<file path="src/rtl/tx_uart_param_pkg.sv">
// Shared encodings for the parametrised serial transmitter.
package tx_uart_param_pkg;

  // Parity selection values for the PARITY parameter
  localparam int unsigned PARITY_NONE = 0;
  localparam int unsigned PARITY_EVEN = 1;
  localparam int unsigned PARITY_ODD  = 2;

  // Transmit FSM states, one per serial field of a frame
  typedef enum logic [2:0] {
    StIdle,
    StStart,
    StData,
    StParity,
    StStop
  } tx_state_e;

endpackage

</file>
<file path="src/rtl/tx_uart_param_fifo.sv">
// Small synchronous FIFO queuing words ahead of the transmitter.
// Full/empty come from an extra pointer MSB; read data is combinational.
module tx_uart_param_fifo #(
  parameter int unsigned WIDTH = 8,
  parameter int unsigned DEPTH = 4
) (
  input  logic             clk,
  input  logic             rst_n,
  input  logic             push,
  input  logic [WIDTH-1:0] wdata,
  input  logic             pop,
  output logic [WIDTH-1:0] rdata,
  output logic             full,
  output logic             empty
);

  localparam int unsigned AW = $clog2(DEPTH);
  localparam int unsigned PW = AW + 1;

  logic [PW-1:0]    wptr_q, rptr_q;
  logic [WIDTH-1:0] mem_q [DEPTH];

  // Pointer registers; callers only push when not full and pop when not empty
  always_ff @(posedge clk or negedge rst_n) begin
    if (!rst_n) begin
      wptr_q <= '0;
      rptr_q <= '0;
    end else begin
      if (push) wptr_q <= wptr_q + PW'(1);
      if (pop)  rptr_q <= rptr_q + PW'(1);
    end
  end

  // Storage array, no reset needed
  always_ff @(posedge clk) begin
    if (push) mem_q[wptr_q[AW-1:0]] <= wdata;
  end

  assign rdata = mem_q[rptr_q[AW-1:0]];
  assign empty = (wptr_q == rptr_q);
  assign full  = (wptr_q[AW] != rptr_q[AW]) && (wptr_q[AW-1:0] == rptr_q[AW-1:0]);

endmodule

</file>
<file path="src/rtl/tx_uart_param.sv">
// Parametrised async serial transmitter with an input FIFO.
// Frame: start(0), DATA_BITS LSB first, optional parity, STOP_BITS high.
module tx_uart_param
  import tx_uart_param_pkg::*;
#(
  parameter int unsigned BAUD_DIV   = 16,
  parameter int unsigned DATA_BITS  = 8,
  parameter int unsigned PARITY     = 0,
  parameter int unsigned STOP_BITS  = 1,
  parameter int unsigned FIFO_DEPTH = 4
) (
  input  logic                 clk,
  input  logic                 rst_n,
  input  logic                 tx_start,
  input  logic [DATA_BITS-1:0] tx_pi,
  output logic                 tx_so,
  output logic                 tx_busy,
  output logic                 tx_full,
  output logic                 tx_ovf
);

  localparam int unsigned CW = $clog2(BAUD_DIV);
  localparam logic [CW-1:0] CNT_LAST  = CW'(BAUD_DIV - 1);
  localparam logic [3:0]    DATA_LAST = 4'(DATA_BITS - 1);
  localparam logic [3:0]    STOP_LAST = 4'(STOP_BITS - 1);
  localparam logic          PAR_INV   = (PARITY == PARITY_ODD);

  if (BAUD_DIV < 2) begin : g_bad_baud
    $error("tx_uart_param: BAUD_DIV must be >= 2");
  end
  if (DATA_BITS < 5 || DATA_BITS > 9) begin : g_bad_data
    $error("tx_uart_param: DATA_BITS must be 5..9");
  end
  if (PARITY > 2) begin : g_bad_parity
    $error("tx_uart_param: PARITY must be 0, 1 or 2");
  end
  if (STOP_BITS < 1 || STOP_BITS > 2) begin : g_bad_stop
    $error("tx_uart_param: STOP_BITS must be 1 or 2");
  end
  if (FIFO_DEPTH < 2 || (FIFO_DEPTH & (FIFO_DEPTH - 1)) != 0) begin : g_bad_depth
    $error("tx_uart_param: FIFO_DEPTH must be a power of 2, >= 2");
  end

  tx_state_e            state_q, state_d;
  logic [CW-1:0]        cnt_q, cnt_d;
  logic [3:0]           bit_q, bit_d;
  logic [DATA_BITS-1:0] shift_q, shift_d;
  logic                 par_q, par_d;
  logic                 start_q, ovf_q;
  logic                 push_req, push, pop, load, cnt_last;
  logic                 fifo_empty;
  logic [DATA_BITS-1:0] fifo_rdata;

  // Full check uses the registered flag only; a same-cycle pop does not help
  assign push_req = tx_start & ~start_q;
  assign push     = push_req & ~tx_full;

  tx_uart_param_fifo #(
    .WIDTH(DATA_BITS),
    .DEPTH(FIFO_DEPTH)
  ) u_fifo (
    .clk  (clk),
    .rst_n(rst_n),
    .push (push),
    .wdata(tx_pi),
    .pop  (pop),
    .rdata(fifo_rdata),
    .full (tx_full),
    .empty(fifo_empty)
  );

  // Rising-edge detect on tx_start and the one-cycle overflow pulse
  always_ff @(posedge clk or negedge rst_n) begin
    if (!rst_n) begin
      start_q <= 1'b0;
      ovf_q   <= 1'b0;
    end else begin
      start_q <= tx_start;
      ovf_q   <= push_req & tx_full;
    end
  end

  // FSM state plus bit-period counter, field counter and shift register
  always_ff @(posedge clk or negedge rst_n) begin
    if (!rst_n) begin
      state_q <= StIdle;
      cnt_q   <= '0;
      bit_q   <= '0;
      shift_q <= '0;
      par_q   <= 1'b0;
    end else begin
      state_q <= state_d;
      cnt_q   <= cnt_d;
      bit_q   <= bit_d;
      shift_q <= shift_d;
      par_q   <= par_d;
    end
  end

  // Next-state and serial output; load pops the FIFO and starts a new frame
  always_comb begin
    state_d  = state_q;
    cnt_d    = cnt_q;
    bit_d    = bit_q;
    shift_d  = shift_q;
    par_d    = par_q;
    pop      = 1'b0;
    load     = 1'b0;
    tx_so    = 1'b1;
    cnt_last = (cnt_q == CNT_LAST);

    if (state_q != StIdle) begin
      cnt_d = cnt_last ? '0 : cnt_q + CW'(1);
    end

    unique case (state_q)
      StIdle: begin
        load = ~fifo_empty;
      end
      StStart: begin
        tx_so = 1'b0;
        if (cnt_last) begin
          state_d = StData;
          bit_d   = '0;
        end
      end
      StData: begin
        tx_so = shift_q[0];
        if (cnt_last) begin
          shift_d = shift_q >> 1;
          if (bit_q == DATA_LAST) begin
            bit_d   = '0;
            state_d = (PARITY != PARITY_NONE) ? StParity : StStop;
          end else begin
            bit_d = bit_q + 4'd1;
          end
        end
      end
      StParity: begin
        tx_so = par_q;
        if (cnt_last) begin
          state_d = StStop;
          bit_d   = '0;
        end
      end
      StStop: begin
        if (cnt_last) begin
          if (bit_q == STOP_LAST) begin
            bit_d   = '0;
            state_d = StIdle;
            load    = ~fifo_empty;
          end else begin
            bit_d = bit_q + 4'd1;
          end
        end
      end
      default: state_d = StIdle;
    endcase

    // Back-to-back frames go straight from the last stop bit into START
    if (load) begin
      pop     = 1'b1;
      shift_d = fifo_rdata;
      par_d   = (^fifo_rdata) ^ PAR_INV;
      state_d = StStart;
      cnt_d   = '0;
    end
  end

  assign tx_busy = (state_q != StIdle) | ~fifo_empty;
  assign tx_ovf  = ovf_q;

endmodule
</file>
<file path="config.mk">
export PLATFORM = sky130hd
export DESIGN_NAME = tx_uart_param
export DESIGN_NICKNAME = d
export VERILOG_FILES = /design/src/rtl/tx_uart_param_pkg.sv /design/src/rtl/tx_uart_param_fifo.sv /design/src/rtl/tx_uart_param.sv
export SDC_FILE = /design/constraint.sdc
export NUM_CORES = 1
export LEC_CHECK = 0
export CAP_MARGIN = 20
export CORE_AREA = 2 2 85 87
export CTS_BUF_LIST = sky130_fd_sc_hd__clkbuf_16
export CTS_CLUSTER_SIZE = 40
export DETAILED_ROUTE_END_ITERATION = 10
export DIE_AREA = 0 0 87 89
export SYNTH_ARGS = -nofsm -noshare
export SYNTH_HDL_FRONTEND = slang
export SYNTH_SLANG_ARGS = --single-unit
</file>
<file path="constraint.sdc">
create_clock -name clk -period 2.45 [get_ports clk]
set_input_delay 0.49 -clock clk [delete_from_list [all_inputs] [get_ports clk]]
set_output_delay 0.49 -clock clk [all_outputs]
set_load 0.01 [all_outputs]
</file>
==> parameters.txt <==
Parameter                              Value

Final layout
  Final core utilization ... about half
  Antenna cells ... 0
  Area added between synthesis and finish ... 22.3%
  Non-Filler Instances ... about 320
  Number of fill cells ... between 500 and 600
  Share of cells above drive strength 1 ... approximately 17%
  Number of nets at the end of the flow ... roughly 250

Clock tree
  TritonCTS Buffers ... 9
  CTS tree ... yes
  Clock tree root driver cell ... sky130_fd_sc_hd__clkbuf_16
  Hold_buf cts ... 0
  Count of H-tree levels built during CTS ... 3
  Maximum clock path buffer count ... 2
  Insertion delay of the later-clocked pin in the worst-skew pair ... around 0.33 ns
  CTS sink count ... 60
  Post-CTS clock slew at the launch and capture registers of the worst setup and hold paths ... ~0.060 ns

Place
  Detailed Place HPWL ... 2.99 mm
  Weighted congestion at the end of routability-driven global placement ... approximately 0.75
  Cell total after placement ... between 200 and 300
  I/O Buffers ... 14

Floorplan
  Die Wd ... between 80 and 90 um
  Initial core utilization ... between 30 and 40%
  Num ports ... 15
  Placement row count ... 30
  Area of the die ... roughly 7700 sq um
  Die H ... 89 um
  Core Footprint ... 6720 sq um

Global route
  Met2 global-route usage ... 20.7%
  Via count of the first global-routing pass ... ~1.6k
  Sum of overflow across all layers after global routing ... 0
  Met1 global-route usage ... 17.8%
  Largest net degree at the start of global routing ... 29
  Most used routing layer in global routing ... met2
  Global-route met3 utilization ... around 5.3%
  Global-route wire length before repair ... ~7.7 mm
  Antenna violations before repair ... 0
  Overall fraction of global-route tracks in use ... between 10% and 20%

Power and ir drop
  Sw Share ... 31.1%
  Cell leakage power ... ~1.3 nW
  Combinational power share ... between 30% and 40%
  Power per Cell Area ... about 1200 nW/um^2
  Int Power ... around 2.8 mW
  Fraction of power consumed by the clock network ... between 30% and 40%
  Worst vdd rail ir drop ... ~0.48 mV
  Switching power ... 1.26 mW
  Sequential power share ... between 30 and 40%

Critical path
  CP Class ... reg -> out
  Crit Path Max Fanout ... 3
  Cell with the largest stage delay on the worst path ... sky130_fd_sc_hd__or3b_4
  Critical Path End Type ... output pin
  Data arrival, critical path ... 1.83 ns
  Terminus of the critical flop-to-flop path ... shift_q[0]
  Setup slack on the worst flop-to-flop path ... between 0.4 and 0.5 ns
  Critical path required time ... roughly 2.0 ns
  Critical-path cell list ... xnor2_2 > or3b_4 > nor2_2 > inv_1 > dlygate4sd2_1
  Number of cells traversed by the worst register-to-register path ... 8
  Largest stage delay, worst path ... between 0.4 and 0.5 ns
  Startpoint type of the worst setup path ... register
  Worst flop-to-flop path startpoint ... bit_q[0]

Worst hold path
  Min-delay src ... par_q
  Sink of the worst hold path ... par_q
  Class of the tightest hold or removal check ... reg -> reg
  Hold Crit Depth ... 2

Timing
  Worst slew pin tran ... around 0.46 ns
  Max Slew Vio Count ... 0
  Fmax ... 431 MHz
  Total negative setup slack ... 0 ns
  Setup repair after global routing missed its margin ... no
  Final-report setup violation count ... 0
  Min cycle time layout ... about 2.3 ns
  Worst clock skew ... approximately 0.0064 ns
  Tcrit/Tclk final ... between 90% and 100%
  Final hold viol count ... 0
  Slew HR ... 69.5%

Yosys
  Post-synth design cell area ... 2680 sq um
  FF+latch count, synth ... 60
  Mean area per synthesized cell ... roughly 13 sq um
  Share of the yosys chip area belonging to registers ... between 60% and 70%
  Syn_nets ... around 220
  Area contributors post-synth ... sky130_fd_sc_hd__edfxtp_1, sky130_fd_sc_hd__dfrtp_1, sky130_fd_sc_hd__mux4_2
  Cell type contributing the most total cell area after synthesis ... sky130_fd_sc_hd__edfxtp_1
  Fraction of synthesized cell area taken by the top area cell type ... 35.9%
  Number of instances in the synthesized netlist ... 200
  Number of distinct standard cells referenced by the synthesized netlist ... 35
  Synth warn ... 0

Detailed routing
  Overall via count from detail_route ... approximately 1.6k
  Detail-routed via count per cell ... approximately 5
  Initial DRC Count ... 108
  Total detailed-routing wirelength ... between 4 and 5 mm
  Number of optimization iterations in the first detailed-route pass ... 6
  Remaining antenna violation count after routing ... 0
  Total DRC errors in the routed layout ... 0
  Post-DR wirelength/cell ... roughly 14 um

Run
  Maxcap violations ... 0

Status
  Outcome ... finished, final reports clean
==> per-layer routing <==
metal / wire length [um] / part of all wire [%]
met1: 2140 / 48
met2: 2080 / 46
met3: 198 / 4.4
met4: 61 / 1.4
met5: 0 / 0
==> worst max-delay path: cells and delay by family, from the launching register on <==
family	cells	cell delay, ns
xor+xnor	1	0.19
simple gates	2	0.56
flops	1	0.41
buf+inv	2	0.34
==> registers in the layout, indices dropped and copies added, names as in the netlist <==
signal and cells:
u_fifo.wptr_q 3, start_q 1, u_fifo.mem_q 32, par_q 1, shift_q 8, u_fifo.rptr_q 3
tx_ovf 1, state_q 3, cnt_q 4, bit_q 4
==> power groups by stage <==
stage | Sequential [mW] | Clock [mW] | Combinational, mW
floorplan | 1.46 | 0 | 0.999
global placement | 1.49 | 0 | 1.29
detailed placement | 1.50 | 0 | 1.29
CTS | 1.48 | 1.28 | 1.32
global route | 1.52 | 1.34 | 1.48
finish | 1.48 | 1.25 | 1.31
==> cell usage after synthesis, drive strengths merged <==
cell type	number
or3	3
xor2	4
and3	2
xnor2	11
dfrtp	28
a21bo	1
or4	1
nor2	6
nor3b	1
and3b	1
edfxtp	32
a31oi	1
a22oi	1
a311o	1
a21o	2
mux4	8
nand3b	1
nor4	1
clkbuf	1
buf	5
or3b	2
and2	4
nand2b	4
inv	8
ha	8
nand2	23
nor3	1
a21oi	4
mux2i	7
o21ai	18
nand3	8
o211ai	2
==> what timing repair did <==
| item | in CTS | in global routing |
|---|---|---|
| cloned | 0 | 0 |
| pin swaps | 1 | 0 |
| resized for setup | 2 | 2 |
| buffers inserted | 1 | 0 |
| setup endpoints to repair | 1 | 1 |
==> cells in the final DEF, fill, tap and decap left out, types with 2 or more instances in the layout <==
cell                               n
sky130_fd_sc_hd__and3_1            2
sky130_fd_sc_hd__nand2b_1          4
sky130_fd_sc_hd__xnor2_1          10
sky130_fd_sc_hd__ha_1              8
sky130_fd_sc_hd__xor2_1            4
sky130_fd_sc_hd__o21ai_0          18
sky130_fd_sc_hd__edfxtp_1         32
sky130_fd_sc_hd__inv_1             8
sky130_fd_sc_hd__nor2_1            5
sky130_fd_sc_hd__a21o_1            2
sky130_fd_sc_hd__o211ai_1          2
sky130_fd_sc_hd__dfrtp_1          28
sky130_fd_sc_hd__and2_1            4
sky130_fd_sc_hd__buf_4            11
sky130_fd_sc_hd__nand3_1           8
sky130_fd_sc_hd__nand2_1          23
sky130_fd_sc_hd__mux4_2            8
sky130_fd_sc_hd__a21oi_1           4
sky130_fd_sc_hd__or3_1             3
sky130_fd_sc_hd__clkinv_4          2
sky130_fd_sc_hd__mux2i_1           7
sky130_fd_sc_hd__clkdlybuf4s50_1  13
sky130_fd_sc_hd__clkbuf_16         9
sky130_fd_sc_hd__clkinvlp_4        2
==> area by class of cell <==
class	count	area, sq um	share of cell area, %
clock inverter	7	76.3	2.33
inverter	8	30.0	0.916
sequential	60	1660	50.7
tap	80	100	3.05
multi-input combinational	126	963	29.4
clock buffer	9	225	6.87
timing repair buffer	25	221	6.76
==> cell families (layout without fill, tap and decap cells) <==
group | after synthesis | in the layout | share of synthesized area (%)
AO/OA/AOI/OAI | 30 | 30 | 6.49
XOR/XNOR | 15 | 15 | 4.90
adder cells (fa/ha/maj) | 8 | 8 | 3.73
buffers and inverters | 14 | 49 | 2.61
flip-flops | 60 | 60 | 62.0
multiplexers | 15 | 15 | 9.34
AND/OR/NAND/NOR | 58 | 58 | 10.9
==> worst max-delay path by stage <==
| stage | from | to |
|---|---|---|
| 3_5_place_dp | u_fifo.wptr_q[1] | tx_busy |
| 5_1_grt | u_fifo.rptr_q[2] | tx_busy |
| 2_1_floorplan | u_fifo.rptr_q[0] | u_fifo.mem_q[3][0] |
| 6_report | u_fifo.rptr_q[2] | tx_busy |
| 3_3_place_gp | u_fifo.wptr_q[2] | tx_busy |
| 4_1_cts | u_fifo.wptr_q[0] | tx_full |
==> through the flow <==
step	hold slack, ns	area [sq um]	setup slack [ns]	total power, mW
finish	0.482	3280	0.128	4.04
global route	0.534	3280	0.0476	4.34
CTS	0.489	3270	0.0737	4.08
detailed placement	0.479	2960	0.247	2.79
global placement	0.469	2960	0.245	2.78
floorplan	0.194	2680	0.470	2.46
No activity file was read; power rests on OpenSTA's default activity.
